$ cat src/rtl/ex_muldiv.sv
// Iterative RV32M multiply/divide unit for the EX stage: holds the pipeline while it
// runs a 32-step shift-add or restoring shift-subtract on captured operand magnitudes.
module ex_muldiv #(
    parameter int XLEN  = 32,
    parameter int CNT_W = 6,
    parameter logic [7:0] EXOP_MUL    = 8'h30,
    parameter logic [7:0] EXOP_MULH   = 8'h31,
    parameter logic [7:0] EXOP_MULHSU = 8'h32,
    parameter logic [7:0] EXOP_MULHU  = 8'h33,
    parameter logic [7:0] EXOP_DIV    = 8'h34,
    parameter logic [7:0] EXOP_DIVU   = 8'h35,
    parameter logic [7:0] EXOP_REM    = 8'h36,
    parameter logic [7:0] EXOP_REMU   = 8'h37
) (
    input  logic            clk,
    input  logic            rst,
    input  logic [7:0]      ex_aluop,
    input  logic [XLEN-1:0] ex_r1_data,
    input  logic [XLEN-1:0] ex_r2_data,
    input  logic [5:0]      stall,
    output logic            stallreq_md,
    output logic            md_valid,
    output logic [XLEN-1:0] md_result,
    output logic            md_busy
);

    typedef enum logic [1:0] {S_IDLE = 2'd0, S_BUSY = 2'd1, S_DONE = 2'd2} state_e;
    typedef enum logic [1:0] {K_MULLO = 2'd0, K_MULHI = 2'd1, K_DIV = 2'd2, K_REM = 2'd3} kind_e;

    localparam logic [XLEN-1:0] INT_MIN = {1'b1, {(XLEN-1){1'b0}}};

    function automatic logic [XLEN-1:0] cond_neg(input logic [XLEN-1:0] x, input logic en);
        return en ? -x : x;
    endfunction

    function automatic logic [2*XLEN-1:0] cond_neg_dw(input logic [2*XLEN-1:0] x, input logic en);
        return en ? -x : x;
    endfunction

    state_e            state_q, state_d;
    kind_e             kind_q, kind_d, kind_in;
    logic [CNT_W-1:0]  cnt_q, cnt_d;
    logic [2*XLEN-1:0] acc_q, acc_d, opa_q, opa_d, acc_step, prod_fin;
    logic [XLEN-1:0]   opb_q, opb_d, res_q, res_d;
    logic              neg_q, neg_d;

    logic              is_mul, is_div, is_mop, op_rem, a_signed, b_signed, a_neg, b_neg;
    logic              div_zero, div_ovf, kind_is_mul, stall_req;
    logic [XLEN-1:0]   abs_a, abs_b, special_res, final_res;
    logic [XLEN:0]     rem_sh, diff;
    logic              unused_stall;

    assign unused_stall = ^{stall[5:4], stall[2:0]};

    always_comb begin
        is_mul   = (ex_aluop == EXOP_MUL) || (ex_aluop == EXOP_MULH) ||
                   (ex_aluop == EXOP_MULHSU) || (ex_aluop == EXOP_MULHU);
        is_div   = (ex_aluop == EXOP_DIV) || (ex_aluop == EXOP_DIVU) ||
                   (ex_aluop == EXOP_REM) || (ex_aluop == EXOP_REMU);
        is_mop   = is_mul || is_div;
        op_rem   = (ex_aluop == EXOP_REM) || (ex_aluop == EXOP_REMU);
        a_signed = (ex_aluop == EXOP_MULH) || (ex_aluop == EXOP_MULHSU) ||
                   (ex_aluop == EXOP_DIV) || (ex_aluop == EXOP_REM);
        b_signed = (ex_aluop == EXOP_MULH) || (ex_aluop == EXOP_DIV) || (ex_aluop == EXOP_REM);
        a_neg    = a_signed && ex_r1_data[XLEN-1];
        b_neg    = b_signed && ex_r2_data[XLEN-1];
        abs_a    = cond_neg(ex_r1_data, a_neg);
        abs_b    = cond_neg(ex_r2_data, b_neg);
        div_zero = is_div && (ex_r2_data == '0);
        div_ovf  = ((ex_aluop == EXOP_DIV) || (ex_aluop == EXOP_REM)) &&
                   (ex_r1_data == INT_MIN) && (ex_r2_data == '1);
        // Divide-by-zero and INT_MIN/-1 resolve without iterating.
        if (div_zero) special_res = op_rem ? ex_r1_data : '1;
        else          special_res = op_rem ? '0 : INT_MIN;
        if (ex_aluop == EXOP_MUL) kind_in = K_MULLO;
        else if (is_mul)          kind_in = K_MULHI;
        else if (op_rem)          kind_in = K_REM;
        else                      kind_in = K_DIV;
    end

    // acc holds the product for multiplies and {remainder, quotient} for divides.
    always_comb begin
        kind_is_mul = (kind_q == K_MULLO) || (kind_q == K_MULHI);
        rem_sh      = {acc_q[2*XLEN-1:XLEN], acc_q[XLEN-1]};
        diff        = rem_sh - {1'b0, opb_q};
        if (kind_is_mul)    acc_step = opb_q[0] ? acc_q + opa_q : acc_q;
        else if (!diff[XLEN]) acc_step = {diff[XLEN-1:0], acc_q[XLEN-2:0], 1'b1};
        else                acc_step = {rem_sh[XLEN-1:0], acc_q[XLEN-2:0], 1'b0};
        prod_fin = cond_neg_dw(acc_step, neg_q);
        case (kind_q)
            K_MULLO: final_res = prod_fin[XLEN-1:0];
            K_MULHI: final_res = prod_fin[2*XLEN-1:XLEN];
            K_DIV:   final_res = cond_neg(acc_step[XLEN-1:0], neg_q);
            default: final_res = cond_neg(acc_step[2*XLEN-1:XLEN], neg_q);
        endcase
    end

    always_comb begin
        state_d   = state_q;
        cnt_d     = cnt_q;
        acc_d     = acc_q;
        opa_d     = opa_q;
        opb_d     = opb_q;
        neg_d     = neg_q;
        kind_d    = kind_q;
        res_d     = res_q;
        stall_req = 1'b0;
        case (state_q)
            S_IDLE: begin
                if (is_mop) begin
                    stall_req = 1'b1;
                    kind_d    = kind_in;
                    neg_d     = op_rem ? a_neg : (a_neg ^ b_neg);
                    cnt_d     = '0;
                    acc_d     = is_mul ? '0 : {{XLEN{1'b0}}, abs_a};
                    opa_d     = {{XLEN{1'b0}}, abs_a};
                    opb_d     = abs_b;
                    if (div_zero || div_ovf) begin
                        state_d = S_DONE;
                        res_d   = special_res;
                    end else begin
                        state_d = S_BUSY;
                    end
                end
            end
            S_BUSY: begin
                stall_req = 1'b1;
                acc_d     = acc_step;
                cnt_d     = cnt_q + CNT_W'(1);
                if (kind_is_mul) begin
                    opa_d = opa_q << 1;
                    opb_d = opb_q >> 1;
                end
                if (cnt_q == CNT_W'(XLEN-1)) begin
                    state_d = S_DONE;
                    res_d   = final_res;
                end
            end
            S_DONE: begin
                // Leaving DONE goes to IDLE, never straight into a new start.
                if (!stall[3]) state_d = S_IDLE;
            end
            default: state_d = S_IDLE;
        endcase
    end

    always_ff @(posedge clk) begin
        if (rst) begin
            state_q <= S_IDLE;
            cnt_q   <= '0;
            acc_q   <= '0;
            opa_q   <= '0;
            opb_q   <= '0;
            neg_q   <= 1'b0;
            kind_q  <= K_MULLO;
            res_q   <= '0;
        end else begin
            state_q <= state_d;
            cnt_q   <= cnt_d;
            acc_q   <= acc_d;
            opa_q   <= opa_d;
            opb_q   <= opb_d;
            neg_q   <= neg_d;
            kind_q  <= kind_d;
            res_q   <= res_d;
        end
    end

    assign stallreq_md = stall_req && !rst;
    assign md_valid    = (state_q == S_DONE);
    assign md_busy     = (state_q == S_BUSY);
    assign md_result   = res_q;

endmodule

$ cat config.mk
export PLATFORM = sky130hd
export DESIGN_NAME = ex_muldiv
export DESIGN_NICKNAME = d
export VERILOG_FILES = /design/src/rtl/ex_muldiv.sv
export SDC_FILE = /design/constraint.sdc
export NUM_CORES = 1
export LEC_CHECK = 0
export CORE_MARGIN = 2
export CORE_UTILIZATION = 35
export CTS_CLUSTER_DIAMETER = 150
export DETAILED_ROUTE_END_ITERATION = 10
export PLACE_DENSITY = 0.62
export SLEW_MARGIN = 20
export SYNTH_ARGS = -nofsm -noshare
export SYNTH_HDL_FRONTEND = slang
export SYNTH_SLANG_ARGS = --single-unit
$ cat constraint.sdc
create_clock -name clk -period 8.1 [get_ports clk]
set_clock_uncertainty 0.1 [all_clocks]
set_input_delay 2.025 -clock clk [delete_from_list [all_inputs] [get_ports clk]]
set_output_delay 2.025 -clock clk [all_outputs]
set_load 0.03 [all_outputs]
-- After elaboration in Yosys (flattened, before gate mapping)
Index checks and enable logic that the tools add are counted.
- $add $sub $neg: 8
- eq/ne operators: 20
- mux-type cells: 38
- bitwise operators: 1
- reduce and logical (&&, ||, !) cells: 32
- operator list (operator ; number):
    64-bit two-way mux ; 7
    32-bit two-way mux ; 13
    64-bit case mux with 2 select lines ; 2
    32-bit negation ; 4
    32-bit case mux with 2 select lines ; 2
    32-bit case mux with 3 select lines ; 1
    64-bit adder ; 1
    32-bit equality test, second input constant ; 2
    8-bit by 6-bit equality test with 1-bit output, second input constant ; 8
    64-bit negation ; 1
    33-bit by 32-bit subtractor with 33-bit output ; 1
    32-bit logical NOT ; 1
    1-bit logical OR ; 16
    2-bit two-way mux ; 6
    6-bit case mux with 2 select lines ; 1
    6-bit by 1-bit adder with 6-bit output, second input constant ; 1
    6-bit by 5-bit equality test with 1-bit output, second input constant ; 1
    1-bit logical AND ; 6
    6-bit two-way mux ; 1
    2-bit != test, second input constant ; 3
    2-bit case mux with 3 select lines ; 1
    3-bit AND reduction ; 2
    2-bit by 1-bit equality test with 1-bit output, second input constant ; 2
    2-bit equality test, second input constant ; 2
    9 further kinds ; 14
- register bits: 203
- input port bits: 80
- output and inout port bits: 35
- logic and storage cells: 107

-- Logic depth before layout (Yosys ltp)
- word-level depth: 9
- depth in mapped cells: 27
- depth with buffers taken out: 23

-- Worst setup path after synthesis
OpenSTA, ideal clock, no wires.
- path type: flip-flop to flip-flop
- start point: register kind_q[1]
- end point: register res_q[20] (netlist: md_result[20])
- library setup time: 87 ps
- data arrival time: 5603 ps
- required time: 7913 ps
- slack: 2310 ps
- stages on the path, launching flop included: 26
- path buffers: 12
- period minus slack after synthesis: 5790 ps
- cell sequence: dfxtp_1 > buf_2 > buf_2 > buf_2 > buf_2 > buf_2 > buf_2 > buf_2 > buf_2 > buf_1 > clkbuf_1 > nand2_1 > o21a_1 > inv_1 > ha_1 > inv_1 > or4_1 > nor2_1 > or4b_1 > clkbuf_1 > o31a_1 > clkbuf_1 > nor4_2 > a21oi_1 > and3_1 > o31ai_1
- cells in the longest elaborated chain, start to end: 8
- elaborated cells between the ends (all ways): 14
- those cells by class: add/sub (3); eq/ne (2); mux (7); reduce/logical (2)
- ends and longest elaborated chain (item ; line ; RTL):
    start, declared ; 41 ; kind_e kind_q, kind_d, kind_in;
    start signal, assigned ; 164 ; kind_q <= kind_d;
    2-bit by 1-bit equality test with 1-bit output or 2-bit logical NOT (tied branches) ; 83, 90 ;
    1-bit logical OR ; 83 ; kind_is_mul = (kind_q == K_MULLO) || (kind_q == K_MULHI);
    64-bit two-way mux ; 86 ; if (kind_is_mul) acc_step = opb_q[0] ? acc_q + opa_q : acc_q;
    64-bit negation or 32-bit negation (tied branches) ; 37, 33 ;
    64-bit two-way mux or 32-bit two-way mux (tied branches) ; 37, 33 ;
    32-bit case mux with 3 select lines (*) ; 90 ; case (kind_q)
    32-bit two-way mux (*) ; 134 ; if (cnt_q == CNT_W'(XLEN-1)) begin
    32-bit case mux with 2 select lines (*) ; 108 ; case (state_q)
    end signal, assigned ; 165 ; res_q <= res_d;
    end, declared ; 44 ; logic [XLEN-1:0] opb_q, opb_d, res_q, res_d;
Every way passes the cells marked *; elsewhere a longest branch is shown, timed or not. The select of a mux whose other input is x is not followed.
A chain may end at the register's enable or synchronous reset.

-- Final worst setup path
- start point: register acc_q[0]
- end point: register res_q[26] (netlist: md_result[26])
- cells in the longest elaborated chain, start to end: 8
- elaborated cells between the ends (all ways): 13
- those cells by class: add/sub (4); mux (9)
- ends and longest elaborated chain (item ; line ; RTL):
    start, declared ; 43 ; logic [2*XLEN-1:0] acc_q, acc_d, opa_q, opa_d, acc_step, prod_fin;
    start signal, assigned ; 151 ; acc_q <= '0;
    start signal, assigned ; 160 ; acc_q <= acc_d;
    64-bit adder ; 86 ;
    64-bit two-way mux ; 86 ;
    64-bit two-way mux (*) ; 86 ;
    64-bit negation or 32-bit negation (tied branches) ; 37, 33 ;
    64-bit two-way mux or 32-bit two-way mux (tied branches) ; 37, 33 ;
    32-bit case mux with 3 select lines (*) ; 90 ;
    32-bit two-way mux (*) ; 134 ;
    32-bit case mux with 2 select lines (*) ; 108 ;
Marked as above.

==> results.md <==
- Min cycle time layout: approximately 6500 ps
- Vias in the first global route: 21400
- Clock sink total: around 200
- Congestion Overflow GR: 0
- CTS resizes: 0
- Final hold viol count: 0
- WL per Instance: 23.6 um
- Mux cell area share after synthesis: 0.0182
- IO buf count: 109
- Leak pwr: 8.60 nW
- CP Capture Type: flop
- Peak fanout along the critical path: 11
- FP Rows: 89
- Post-CTS Setup Bufs: 0
- Vias: 24100
- Synth Area in XOR/XNOR: 0.0580
- Slack of the worst reg-to-reg path: 1550 ps
- Final setup fails: 0
- Final Routed Wirelength: about 90 mm
- Drt first pass iters: 6
- Die ar.: between 60000 and 70000 sq um
- Clk Latency, worst-skew pair: approximately 570 ps
- CTS tree: built
- Status: complete, no violations
- Critical Path Source Type: flop
- Longest Clk Path Bufs: 3
- Crit path arrival time: between 6000 and 7000 ps
- Layout cells sized above 1: 0.0568
- Post-synth net total: between 3000 and 4000
- # IOs: about 120
- DR iter-0 viols: about 2800
- H-tree Lvls: 1
- Commonest non-fill, non-tap cell in the layout: nor2_1
- Placement Cell Area: around 22000 sq um
- Slew @ Worst Pin: 1190 ps
- Setup TNS: 0 ps
- WS Path Type: flop to flop
- Fmax: between 150 and 200 MHz
- Synthesized-area fraction occupied by adder cells: 0.0625
- Fin area: 23400 sq um
- Post-Syn Area per Cell: slightly below 7 sq um
- Internal power: between 2 and 2.5 mW
- Main synth FF type: dfxtp_1
- Detailed-route DRC error count: 0
- Maximum vdd drop: 0.133 mV
- Vias per inst: 6.29
- R2R Path End: md_result[26]$_SDFFE_PP0P_
- Simple-gate share of the synthesized area: 0.276
- Compound-Gate Fraction of Synth Area: 0.335
- CP Launch Point: acc_q[0]$_SDFFE_PP0P_
- Floorplan die height: 248 um
- Area grow syn2layout: 12.3%
- PnR worst setup slack: ~1600 ps
- Sw frac: 0.349
- Netlist cell types: ~110
- Antenna violations before repair: 1
- Sequential area share after synthesis: 0.195
- Critical path required time: 8450 ps
- First-pass GRT wire length: ~130 mm
- TritonCTS buffer count: 27
- Clock Pin Slew Worst Setup and Hold Paths: 60 ps
- PwrDens: between 100 and 150 nW/um^2
- Pin count of the biggest net entering global routing: between 90 and 100
- Power Total: around 3.2 mW
- CORE AREA: 59000 sq um
- Synth Register Bits: just over 200
- Gate power share: 0.270
- DRT antenna net count: 0
- R2R cell count: 21
- CP Capture Point: md_result[26]$_SDFFE_PP0P_
- Reg power frac: 0.329
- Max-Cap Viols: 0
- Starting Density: 0.353
- GP Congestion: between 0.9 and 1
- Nets: ~3200
- Slowest-stage cell, CP: o21ai_1
- Ys async rst share: 0
- Cts hold-fix bufs: 0
- Syn Inst Count: between 3000 and 4000
- HP Class: flop to flop
- Cells along the critical path: ha_1, inv_1, fa_1, and2b_1, o31ai_4, a21oi_1, o21ai_1, a21oi_1, or3_1, a32o_1, or2_2, inv_1, ha_1, o311ai_1, buf_4, or4b_1, nor4_1, or4b_1, o311a_1, o21ai_0, a22oi_1
- Slowest cell delay on critical path: 620 ps
- Fill cells: around 6300
- Post-synth EDFFs: 0
- Clock root buffer: clkbuf_16
- P_sw: approximately 1.1 mW
- Hpwl dp: a little under 70 mm
- Final Max Tran Viols: 0
- RSZ-0062 raised after global routing: no
- Die width: 248 um
- GRT Overall Usage: 0.283
- Post-Place Setup Slack: between 1500 and 2000 ps
- Largest family of logic cells by synthesized area: compound AO/OA/AOI/OAI gates
- Netlist Area Pre-Place: 20900 sq um
- Synth Warn #: 0
- Most frequent cells in the layout: nor2_1 (361), a21oi_1 (349), nand2_1 (329)
- Clk pwr share: 0.401
- Final Cycle Share: 0.809
- Critical R2R Launch: acc_q[0]$_SDFFE_PP0P_
- Slew headroom: 0.203
## cell families (layout without fill, tap and decap cells)
logic type	after synthesis	count (layout)
flip-flops	203	203
buffers and inverters	296	287
multiplexers	37	37
other	0	1
adder cells (fa/ha/maj)	103	103
AO/OA/AOI/OAI	1070	1070
XOR/XNOR	138	138
AND/OR/NAND/NOR	1209	1209
## layer usage
metal / share of wire / wire length [um] / up-vias / GRT usage
met2: 0.42 / 38300 / 1282 / 0.428
met3: 0.10 / 9360 / 187 / 0.0554
li1: - / - / 11300 / -
met5: 0 / 0 / - / 0
met1: 0.43 / 38900 / 11300 / 0.397
met4: 0.041 / 3690 / 0 / 0.101
## cell type report
cell class / count / area [sq um] / share of cell area
Antenna cell: 1 / 2.50 / 0.000107
Clock buffer: 38 / 807 / 0.0344
Tap cell: 773 / 967 / 0.0413
Inverter: 77 / 290 / 0.0124
Sequential cell: 203 / 4070 / 0.174
Timing Repair Buffer: 161 / 1480 / 0.0633
Multi-Input combinational cell: 2557 / 15700 / 0.670
Clock inverter: 11 / 121 / 0.00518
## cells in the mapped netlist (all sizes together) (8+ instances only)
cell type,number,share of area
a211o,11,0.0046
a211oi,105,0.039
a21boi,10,0.0038
a21o,29,0.010
a21oi,352,0.085
a221oi,27,0.012
a22oi,9,0.0032
a311oi,11,0.0046
a31oi,35,0.010
and2,22,0.0066
and3,31,0.0093
and4,8,0.0034
buf,34,0.0078
clkbuf,185,0.033
dfxtp,203,0.19
ha,101,0.061
inv,77,0.014
mux2i,30,0.014
nand2,330,0.060
nand2b,24,0.0073
nand3,111,0.027
nand3b,9,0.0032
nand4,57,0.017
nor2,364,0.066
nor2b,17,0.0056
nor3,84,0.020
nor4,37,0.012
o211a,13,0.0062
o211ai,45,0.016
o21a,41,0.015
o21ai,206,0.050
o21bai,14,0.0050
o221ai,20,0.0087
o31ai,34,0.013
o41ai,13,0.0055
or2,17,0.0051
or3,58,0.018
or4,13,0.0049
xnor2,79,0.033
xor2,59,0.025
## registers in the layout, summed over array words and instances, names as in the netlist
signal and cells:
acc_q 64, opa_q 64, md_result 32, opb_q 32, cnt_q 6, kind_q 2
state_q 2, neg_q 1
## stage by stage
| step | hold WS, ps | utilization | cells |
|---|---|---|---|
| floorplan | 349 | - | 3056 |
| global placement | 342 | 0.381 | 3771 |
| CTS | 361 | 0.397 | 3820 |
| global route | 381 | 0.397 | 3820 |
| detailed placement | 347 | 0.381 | 3771 |
| finish | 357 | 0.397 | 3821 |
## worst min-delay path by stage
stage / from / endpoint / slack (ps) / cells after the start
floorplan: opa_q[27]$_SDFFE_PP0P_ / opa_q[27]$_SDFFE_PP0P_ / 350 / 2
global placement: md_result[11]$_SDFFE_PP0P_ / md_result[11]$_SDFFE_PP0P_ / 340 / 2
detailed placement: md_result[1]$_SDFFE_PP0P_ / md_result[1]$_SDFFE_PP0P_ / 350 / 2
CTS: md_result[11]$_SDFFE_PP0P_ / md_result[11]$_SDFFE_PP0P_ / 360 / 2
global route: md_result[1]$_SDFFE_PP0P_ / md_result[1]$_SDFFE_PP0P_ / 380 / 2
finish: md_result[5]$_SDFFE_PP0P_ / md_result[5]$_SDFFE_PP0P_ / 360 / 2
## power groups by stage
stage / Sequential, mW / Combinational [mW] / Clock [mW]
after floorplan: 1.05 / 0.538 / 0
after global placement: 1.06 / 0.819 / 0
after detailed placement: 1.06 / 0.820 / 0
after CTS: 1.04 / 0.824 / 1.28
after global routing: 1.04 / 0.906 / 1.32
final: 1.04 / 0.854 / 1.27
## critical path: cells and delay by family, from the launching register on
kind / cells / cell delay, ps
compound gates: 9 / 2390
simple gates: 6 / 2370
fa+ha+maj: 3 / 760
buf+inv: 3 / 450
flops: 1 / 350
Power figures use the tool's default switching activity.
